<file path="config.mk">
export PLATFORM = sky130hd
export DESIGN_NAME = rsp_s2_prep_phase_sched_flat
export DESIGN_NICKNAME = d
export VERILOG_FILES = /design/src/rtl/rsp_s2_prep_phase_sched_if.sv /design/src/rtl/rsp_s2_prep_phase_sched.sv /design/src/flat_wrapper.sv
export SDC_FILE = /design/constraint.sdc
export NUM_CORES = 1
export LEC_CHECK = 0
export CORE_ASPECT_RATIO = 1.1
export CORE_MARGIN = 2
export CORE_UTILIZATION = 50
export DETAILED_ROUTE_END_ITERATION = 12
export GPL_TIMING_DRIVEN = 0
export PLACE_DENSITY = 0.9
export SLEW_MARGIN = 10
export SYNTH_ARGS = -nofsm -noshare
export SYNTH_HDL_FRONTEND = slang
export SYNTH_SLANG_ARGS = --single-unit
</file>
<file path="constraint.sdc">
create_clock -name clk -period 3.1 [get_ports clk]
set_clock_uncertainty 0.15 [all_clocks]
set_input_delay 0.62 -clock clk [delete_from_list [all_inputs] [get_ports clk]]
set_output_delay 0.62 -clock clk [all_outputs]
set_load 0.02 [all_outputs]
</file>
<file path="src/rtl/rsp_s2_prep_phase_sched_if.sv">
// Host/datapath bundle for the S2-prep phase scheduler.
// Carries table writes, frame requests, downstream ready and the phase-generator controls.
interface rsp_s2_prep_phase_sched_if #(
  parameter int ENTRY_W = 5,
  parameter int CNT_W   = 11
);
  logic               cfg_wr;
  logic [31:0]        cfg_wdata;
  logic               cfg_err;
  logic               loaded;
  logic               frm_req_valid;
  logic               frm_req_ready;
  logic [ENTRY_W-1:0] frm_entry;
  logic               frm_sel_16_32;
  logic [CNT_W-1:0]   frm_len;
  logic               ds_ready;
  logic               pg_ram1_ena;
  logic               pg_ram1_wena;
  logic [31:0]        pg_ram1_dina;
  logic [ENTRY_W-1:0] pg_entry_select;
  logic               pg_sel_16_32;
  logic               pg_start;
  logic               pg_data_valid;
  logic               pg_data_last;
  logic               frm_done;
  logic               busy;

  // Scheduler side.
  modport slave (
    input  cfg_wr, cfg_wdata, frm_req_valid, frm_entry, frm_sel_16_32, frm_len, ds_ready,
    output cfg_err, loaded, frm_req_ready, pg_ram1_ena, pg_ram1_wena, pg_ram1_dina,
           pg_entry_select, pg_sel_16_32, pg_start, pg_data_valid, pg_data_last,
           frm_done, busy
  );

  // Host / stimulus side.
  modport master (
    output cfg_wr, cfg_wdata, frm_req_valid, frm_entry, frm_sel_16_32, frm_len, ds_ready,
    input  cfg_err, loaded, frm_req_ready, pg_ram1_ena, pg_ram1_wena, pg_ram1_dina,
           pg_entry_select, pg_sel_16_32, pg_start, pg_data_valid, pg_data_last,
           frm_done, busy
  );
endinterface

</file>
<file path="src/rtl/rsp_s2_prep_phase_sched.sv">
// S2-prep phase scheduler: loads the 32-entry phase table into the generator's
// auto-incrementing entry RAM, then sequences frames (select, settle, start, beats).
module rsp_s2_prep_phase_sched #(
  parameter int ENTRY_NUM  = 32,
  parameter int ENTRY_W    = 5,
  parameter int DATA_NUM   = 1024,
  parameter int CNT_W      = 11,
  parameter int SETTLE_CYC = 3
) (
  input logic clk,
  input logic rst,
  rsp_s2_prep_phase_sched_if.slave bus
);

  typedef enum logic [2:0] {
    S_IDLE   = 3'd0,
    S_SETTLE = 3'd1,
    S_START  = 3'd2,
    S_RUN    = 3'd3,
    S_DONE   = 3'd4
  } state_t;

  state_t             state, state_nxt;
  logic [ENTRY_W:0]   wr_cnt;
  logic               loaded_q;
  logic [3:0]         settle_cnt;
  logic [CNT_W-1:0]   beat_cnt;
  logic [CNT_W-1:0]   len_m1;
  logic [ENTRY_W-1:0] entry_q;
  logic               sel_q;
  logic               ready_c;
  logic               accept;
  logic               beat_fire;
  logic               last_beat;

  assign ready_c   = loaded_q && (state == S_IDLE);
  assign accept    = ready_c && bus.frm_req_valid;
  assign beat_fire = (state == S_RUN) && bus.ds_ready;
  assign last_beat = beat_fire && (beat_cnt == len_m1);

  // Table load: one RAM write per accepted cfg_wr; extra writes after load raise cfg_err.
  always_ff @(posedge clk) begin
    if (rst) begin
      wr_cnt            <= '0;
      loaded_q          <= 1'b0;
      bus.pg_ram1_ena   <= 1'b0;
      bus.pg_ram1_wena  <= 1'b0;
      bus.pg_ram1_dina  <= '0;
      bus.cfg_err       <= 1'b0;
    end else begin
      bus.pg_ram1_ena  <= bus.cfg_wr && !loaded_q;
      bus.pg_ram1_wena <= bus.cfg_wr && !loaded_q;
      bus.cfg_err      <= bus.cfg_wr && loaded_q;
      if (bus.cfg_wr && !loaded_q) begin
        bus.pg_ram1_dina <= bus.cfg_wdata;
        wr_cnt           <= wr_cnt + 1'b1;
        if (wr_cnt == (ENTRY_W+1)'(ENTRY_NUM-1)) loaded_q <= 1'b1;
      end
    end
  end

  // Frame parameters latched at accept; select/mode stay put until the next accept.
  always_ff @(posedge clk) begin
    if (rst) begin
      entry_q    <= '0;
      sel_q      <= 1'b0;
      len_m1     <= '0;
      settle_cnt <= '0;
      beat_cnt   <= '0;
    end else begin
      if (accept) begin
        entry_q    <= bus.frm_entry;
        sel_q      <= bus.frm_sel_16_32;
        len_m1     <= (bus.frm_len == '0) ? CNT_W'(DATA_NUM-1) : bus.frm_len - CNT_W'(1);
        settle_cnt <= 4'(SETTLE_CYC);
        beat_cnt   <= '0;
      end else begin
        if (state == S_SETTLE) settle_cnt <= settle_cnt - 4'd1;
        if (beat_fire) beat_cnt <= last_beat ? '0 : beat_cnt + CNT_W'(1);
      end
    end
  end

  // State register.
  always_ff @(posedge clk) begin
    if (rst) state <= S_IDLE;
    else     state <= state_nxt;
  end

  // Next-state: settle for SETTLE_CYC cycles, one start cycle, beats until the last, one done cycle.
  always_comb begin
    state_nxt = state;
    case (state)
      S_IDLE:   if (accept) state_nxt = S_SETTLE;
      S_SETTLE: if (settle_cnt == 4'd1) state_nxt = S_START;
      S_START:  state_nxt = S_RUN;
      S_RUN:    if (last_beat) state_nxt = S_DONE;
      S_DONE:   state_nxt = S_IDLE;
      default:  state_nxt = S_IDLE;
    endcase
  end

  // Outputs decoded from state; valid is ds_ready gated by RUN so no beat is lost or repeated.
  always_comb begin
    bus.frm_req_ready   = ready_c;
    bus.pg_start        = (state == S_START);
    bus.pg_data_valid   = beat_fire;
    bus.pg_data_last    = last_beat;
    bus.frm_done        = (state == S_DONE);
    bus.busy            = (state != S_IDLE);
    bus.loaded          = loaded_q;
    bus.pg_entry_select = entry_q;
    bus.pg_sel_16_32    = sel_q;
  end

endmodule
</file>
<file path="src/flat_wrapper.sv">
// flat-port wrapper written by rule: the top's interface ports become plain ports
module rsp_s2_prep_phase_sched_flat 
#(
  parameter int ENTRY_NUM  = 32,
  parameter int ENTRY_W    = 5,
  parameter int DATA_NUM   = 1024,
  parameter int CNT_W      = 11,
  parameter int SETTLE_CYC = 3
)
  (clk, rst, bus_cfg_wr, bus_cfg_wdata, bus_frm_req_valid, bus_frm_entry, bus_frm_sel_16_32, bus_frm_len, bus_ds_ready, bus_cfg_err, bus_loaded, bus_frm_req_ready, bus_pg_ram1_ena, bus_pg_ram1_wena, bus_pg_ram1_dina, bus_pg_entry_select, bus_pg_sel_16_32, bus_pg_start, bus_pg_data_valid, bus_pg_data_last, bus_frm_done, bus_busy);
  rsp_s2_prep_phase_sched_if #(.ENTRY_W(ENTRY_W), .CNT_W(CNT_W)) bus_i ();
  input logic clk;
  input logic rst;
  input wire logic [$bits(bus_i.cfg_wr)-1:0] bus_cfg_wr;
  input wire logic [$bits(bus_i.cfg_wdata)-1:0] bus_cfg_wdata;
  input wire logic [$bits(bus_i.frm_req_valid)-1:0] bus_frm_req_valid;
  input wire logic [$bits(bus_i.frm_entry)-1:0] bus_frm_entry;
  input wire logic [$bits(bus_i.frm_sel_16_32)-1:0] bus_frm_sel_16_32;
  input wire logic [$bits(bus_i.frm_len)-1:0] bus_frm_len;
  input wire logic [$bits(bus_i.ds_ready)-1:0] bus_ds_ready;
  output wire logic [$bits(bus_i.cfg_err)-1:0] bus_cfg_err;
  output wire logic [$bits(bus_i.loaded)-1:0] bus_loaded;
  output wire logic [$bits(bus_i.frm_req_ready)-1:0] bus_frm_req_ready;
  output wire logic [$bits(bus_i.pg_ram1_ena)-1:0] bus_pg_ram1_ena;
  output wire logic [$bits(bus_i.pg_ram1_wena)-1:0] bus_pg_ram1_wena;
  output wire logic [$bits(bus_i.pg_ram1_dina)-1:0] bus_pg_ram1_dina;
  output wire logic [$bits(bus_i.pg_entry_select)-1:0] bus_pg_entry_select;
  output wire logic [$bits(bus_i.pg_sel_16_32)-1:0] bus_pg_sel_16_32;
  output wire logic [$bits(bus_i.pg_start)-1:0] bus_pg_start;
  output wire logic [$bits(bus_i.pg_data_valid)-1:0] bus_pg_data_valid;
  output wire logic [$bits(bus_i.pg_data_last)-1:0] bus_pg_data_last;
  output wire logic [$bits(bus_i.frm_done)-1:0] bus_frm_done;
  output wire logic [$bits(bus_i.busy)-1:0] bus_busy;
  assign bus_i.cfg_wr = bus_cfg_wr;
  assign bus_i.cfg_wdata = bus_cfg_wdata;
  assign bus_i.frm_req_valid = bus_frm_req_valid;
  assign bus_i.frm_entry = bus_frm_entry;
  assign bus_i.frm_sel_16_32 = bus_frm_sel_16_32;
  assign bus_i.frm_len = bus_frm_len;
  assign bus_i.ds_ready = bus_ds_ready;
  assign bus_cfg_err = bus_i.cfg_err;
  assign bus_loaded = bus_i.loaded;
  assign bus_frm_req_ready = bus_i.frm_req_ready;
  assign bus_pg_ram1_ena = bus_i.pg_ram1_ena;
  assign bus_pg_ram1_wena = bus_i.pg_ram1_wena;
  assign bus_pg_ram1_dina = bus_i.pg_ram1_dina;
  assign bus_pg_entry_select = bus_i.pg_entry_select;
  assign bus_pg_sel_16_32 = bus_i.pg_sel_16_32;
  assign bus_pg_start = bus_i.pg_start;
  assign bus_pg_data_valid = bus_i.pg_data_valid;
  assign bus_pg_data_last = bus_i.pg_data_last;
  assign bus_frm_done = bus_i.frm_done;
  assign bus_busy = bus_i.busy;
  rsp_s2_prep_phase_sched #(.ENTRY_NUM(ENTRY_NUM), .ENTRY_W(ENTRY_W), .DATA_NUM(DATA_NUM), .CNT_W(CNT_W), .SETTLE_CYC(SETTLE_CYC)) u_core (.clk(clk), .rst(rst), .bus(bus_i));
endmodule
</file>
# After elaboration in Yosys (flattened, before gate mapping)
# Index checks and enable logic that the tools add are counted.
classes:
  reduce_logical: 14
  n_mux: 8
  n_lt_le_gt_ge: 0
  n_bitwise: 0
  div: 0
  n_mul: 0
  eq_ne: 10
  n_shift: 0
  n_addsub: 4
op_table:
  columns: ["op", "count"]
  rows:
  - ["$mux 11", 2]
  - ["$pmux 3 s4", 1]
  - ["$add 11x1->11 const B", 1]
  - ["$eq 11x11->1", 1]
  - ["$logic_not 11->1", 1]
  - ["$sub 11x1->11 const B", 1]
  - ["$mux 3", 3]
  - ["$add 6x1->6 const B", 1]
  - ["$eq 3x2->1 const B", 2]
  - ["$eq 6x5->1 const B", 1]
  - ["$logic_and 1x1->1", 6]
  - ["$eq 4x1->1 const B", 1]
  - ["$mux 2", 2]
  - ["$ne 2x1->1 const B", 2]
  - ["$sub 4x1->4 const B", 1]
  - ["$eq 3x1->1 const B", 1]
  - ["$eq 3x3->1 const B", 1]
  - ["$logic_not 3->1", 1]
  - ["$reduce_and 3->1", 1]
  - ["$reduce_bool 3->1", 1]
  - ["$ne 2x2->1 const B", 1]
  - ["$reduce_and 2->1", 1]
  - ["$reduce_bool 2->1", 1]
  - ["$reduce_or 2->1", 1]
  - ["$logic_not 1->1", 1]
word_totals:
  in_bits: 54
  n_memories: 0
  output_inout_bits: 48
  mem_bits_rw: 0
  mem_bits_ro: 0
  latchBits: 0
  ff_bits: 76

# Longest topological paths before layout
logic_depth:
  depth_word: 5
  ltp_mapped: 6
  ltp_nobuf: 6

# Least setup slack after synthesis
# No wires, ideal clock.
synth_timing:
  kind: "input -> output"
  startpoint: "in bus_ds_ready"
  endpoint: "out bus_pg_data_last"
  stages: 5
  required_time_ns: 2.330
  slack_ns: 0.744
  arrival_ns: 1.586
  n_path_buf: 2
  cell_sequence: "nand4b_1 -> buf_2 -> nor4_1 -> and3_1 -> buf_2"
synth_via:
  elab_chain_len: 2
synth_rtl:
  columns: ["element", "line", "source"]
  rows:
  - ["from (decl)", "flat_wrapper.sv:20", "input wire logic [$bits(bus_i.ds_ready)-1:0] bus_ds_ready;"]
  - ["$logic_and 1x1->1", "rsp_s2_prep_phase_sched.sv:38", "assign beat_fire = (state == S_RUN) && bus.ds_ready;"]
  - ["$logic_and 1x1->1", "rsp_s2_prep_phase_sched.sv:39", "assign last_beat = beat_fire && (beat_cnt == len_m1);"]
  - ["to (decl)", "flat_wrapper.sv:31", "output wire logic [$bits(bus_i.pg_data_last)-1:0] bus_pg_data_last;"]
# No other way between the ends.

# Final worst setup path
# Same ends and word-level chain as after synthesis.

==> metrics.txt <==
Remaining DRCs=0; PD cells=around 460 nW/um^2; Worst Path Class, Setup=primary input to output port; Mapped Cells=387; Worst Tran Pin Value=about 0.60 ns; register area share after synthesis=47.69%; routed length per instance=between 15 and 20 um; post-synth top area share=between 40 and 50%; crit path time final=between 3 and 4 ns; DR iter-0 viols=95; Worst Setup Start Kind=primary input; I/O pins=roughly 100; CTS sink count=76; average size of a mapped cell=between 8 and 9 sq um; CP Max Fanout=10; fmax=roughly 320 MHz; Final Core Density=between 70% and 80%; leading area contributor after synthesis=dfxtp_1; remaining global-route overflow=0; Hold Buf Count CTS=0; first-pass GRT wire length=around 14000 um; CTS Buf Count=9; post-detail-place hpwl=6284 um; Worst slew margin=between 50% and 60%; Max H-tree Level=3; Yosys cell types=39; CTS tree=built; die area=7037 sq um; fin nets=between 500 and 600; Lkg Pwr=roughly 1.7 nW; Worst R2R Setup Slack=0.93 ns; Net Count, Synth=roughly 450; largest net degree at the start of global routing=13; synth-to-layout area growth=41.80%; num rows=30; Max Buffers Root-to-Sink=2; overall routed net length=around 8900 um; worst slack at placement=-0.5300 ns; Design Area, Final=about 4500 sq um; post-route insts no fill=between 500 and 600; Met3 Wirelength=between 600 and 700 um; Arr. time, crit path=~2.3 ns; final setup fails=0; DP Cell Count=567; ant diodes=0; Hold Fails Final Rpt=0; Hold WC Path Type=flop to flop; max-cap violations=0; CP required=between 2 and 2.5 ns; Die W=approximately 80 um; Worst-Skew Late Latency=~0.36 ns; DR pass1 iterations=4; starting density of the core=between 50% and 60%; status=finished clean; worst vdd ir=397.5 uV; commonest cells after routing, fill and taps aside=clkdlybuf4s50_1 (99), nand2_1 (94), dfxtp_1 (76); Final TNS setup=0 ns; routed length on met1=around 3500 um; share of layout cells above drive strength 1=5.357%; drt via density=5.373; final worst-path cycle share=between 90 and 100%; Routability Congestion=about 0.85; Core Area=6156 sq um; CTS clock-pin slew for the worst setup and hold paths=around 0.070 ns; Ys Warns=0; via count=between 3000 and 4000; total track usage=25.78%; die outline height=87.78 um; post-route worst setup slack=between 0.007 and 0.008 ns; Cell Area, Placed=4292 sq um; Slew Limit Fails=0; initial antenna violation count=0; PortBufs=100; met2 wire len=4488 um; mapped cell area=~3200 sq um; Routed Antenna Nets=0; vias in the first global route=a little over 3000; CP Capture Type=output port; #FFs+latches synth=76; highest metal used=met4; commonest non-fill, non-tap cell in the layout=clkdlybuf4s50_1; synth top area cells=dfxtp_1 (48%), nand2_1 (11%), a21oi_1 (6.7%), xor2_1 (4.9%), xnor2_1 (3.6%); clk root buf=clkbuf_8
registers in the layout, summed over array words and instances, names as in the netlist:
signal	cells
u_core.bus.cfg_err	1
u_core.bus.pg_entry_select	5
u_core.len_m1	11
u_core.state	3
u_core.bus.pg_ram1_dina	32
u_core.settle_cnt	4
u_core.bus.loaded	1
u_core.bus.pg_sel_16_32	1
u_core.beat_cnt	11
u_core.bus.pg_ram1_ena	1
u_core.wr_cnt	6
where the power goes:
group,total (mW),internal [mW],leakage (nW),switching [mW]
Combinational,0.236,0.124,0.979,0.112
Sequential,1.02,1.00,0.619,0.0145
Clock,0.813,0.446,0.102,0.367
per-stage QoR:
| step | power (mW) | hold WS [ns] |
|---|---|---|
| floorplan | 1.133 | 0.2978 |
| global route | 2.136 | 0.3225 |
| global placement | 1.267 | 0.2909 |
| finish | 2.066 | 0.3029 |
| CTS | 2.064 | 0.3051 |
| detailed placement | 1.273 | 0.2957 |
cells in the mapped netlist:
cell type / instances
buf_4: 1
and2_1: 2
and3_1: 4
ha_1: 5
and4_1: 1
nand3_1: 5
nor3_1: 14
buf_2: 4
dfxtp_1: 76
nand2_1: 94
nand2b_1: 1
o2bb2ai_1: 2
nor2_1: 25
nor4b_1: 2
nand4_1: 4
clkbuf_1: 14
a21boi_0: 1
or3_4: 1
xnor2_1: 13
nor4_1: 12
o21ai_0: 1
a211oi_2: 1
a31o_2: 1
nand4b_1: 1
a211oi_1: 8
o211a_1: 1
nor3b_1: 4
a31oi_1: 1
nor2b_1: 2
xor2_1: 18
o31a_1: 1
inv_1: 11
o31ai_1: 3
a311oi_1: 2
o211ai_1: 1
or2_2: 1
buf_1: 3
a21oi_1: 43
or4_1: 3
cell families after synthesis:
kind of cell    Yosys count  share of synthesized area [%]
simple gates            176                          25.18
flops                    76                          47.69
compound gates           66                          12.51
buf+inv                  33                          4.157
xor+xnor                 31                          8.510
fa+ha+maj                 5                          1.961
cell type report:
class,count,area [sq um]
multi-input cells,278,1543
clock buffers,10,127.6
inverters,11,41.29
plain buffers,22,100.1
clock inverters,5,77.57
well taps,80,100.1
fillers,454,1632
flip-flops and latches,76,1521
repair buffers,102,1013
worst max-delay path, cell delays in order:
cell	delay, ns
clkdlybuf4s50_1	0.46
nand4b_1	0.15
buf_6	0.19
nor4_2	0.33
and3_1	0.23
buf_4	0.18
buf_4	0.16
routing by layer:
layer  GRT usage, %  up-vias
li1               -     1542
met5              0        -
met1          28.21     1459
met3          9.588       27
met2          44.55      110
met4          11.56        0
final timing paths:
check                                       startpoint                                    to  depth (start not counted)
setup reg to reg          u_core.state[1]$_SDFFE_PP0P_      u_core.beat_cnt[10]$_SDFFE_PP0P_                          5
hold / removal    u_core.bus.pg_sel_16_32$_SDFFE_PP0P_  u_core.bus.pg_sel_16_32$_SDFFE_PP0P_                          2
hold reg to reg   u_core.bus.pg_sel_16_32$_SDFFE_PP0P_  u_core.bus.pg_sel_16_32$_SDFFE_PP0P_                          2
setup / recovery                          bus_ds_ready                      bus_pg_data_last                          7
repair_timing:
item                                    4_1_cts  5_1_grt
gates resized for setup                       7        2
endpoints found under the setup margin        1        1
setup buffers                                 1        1
Note: power is estimated with default switching activity, not from simulation.
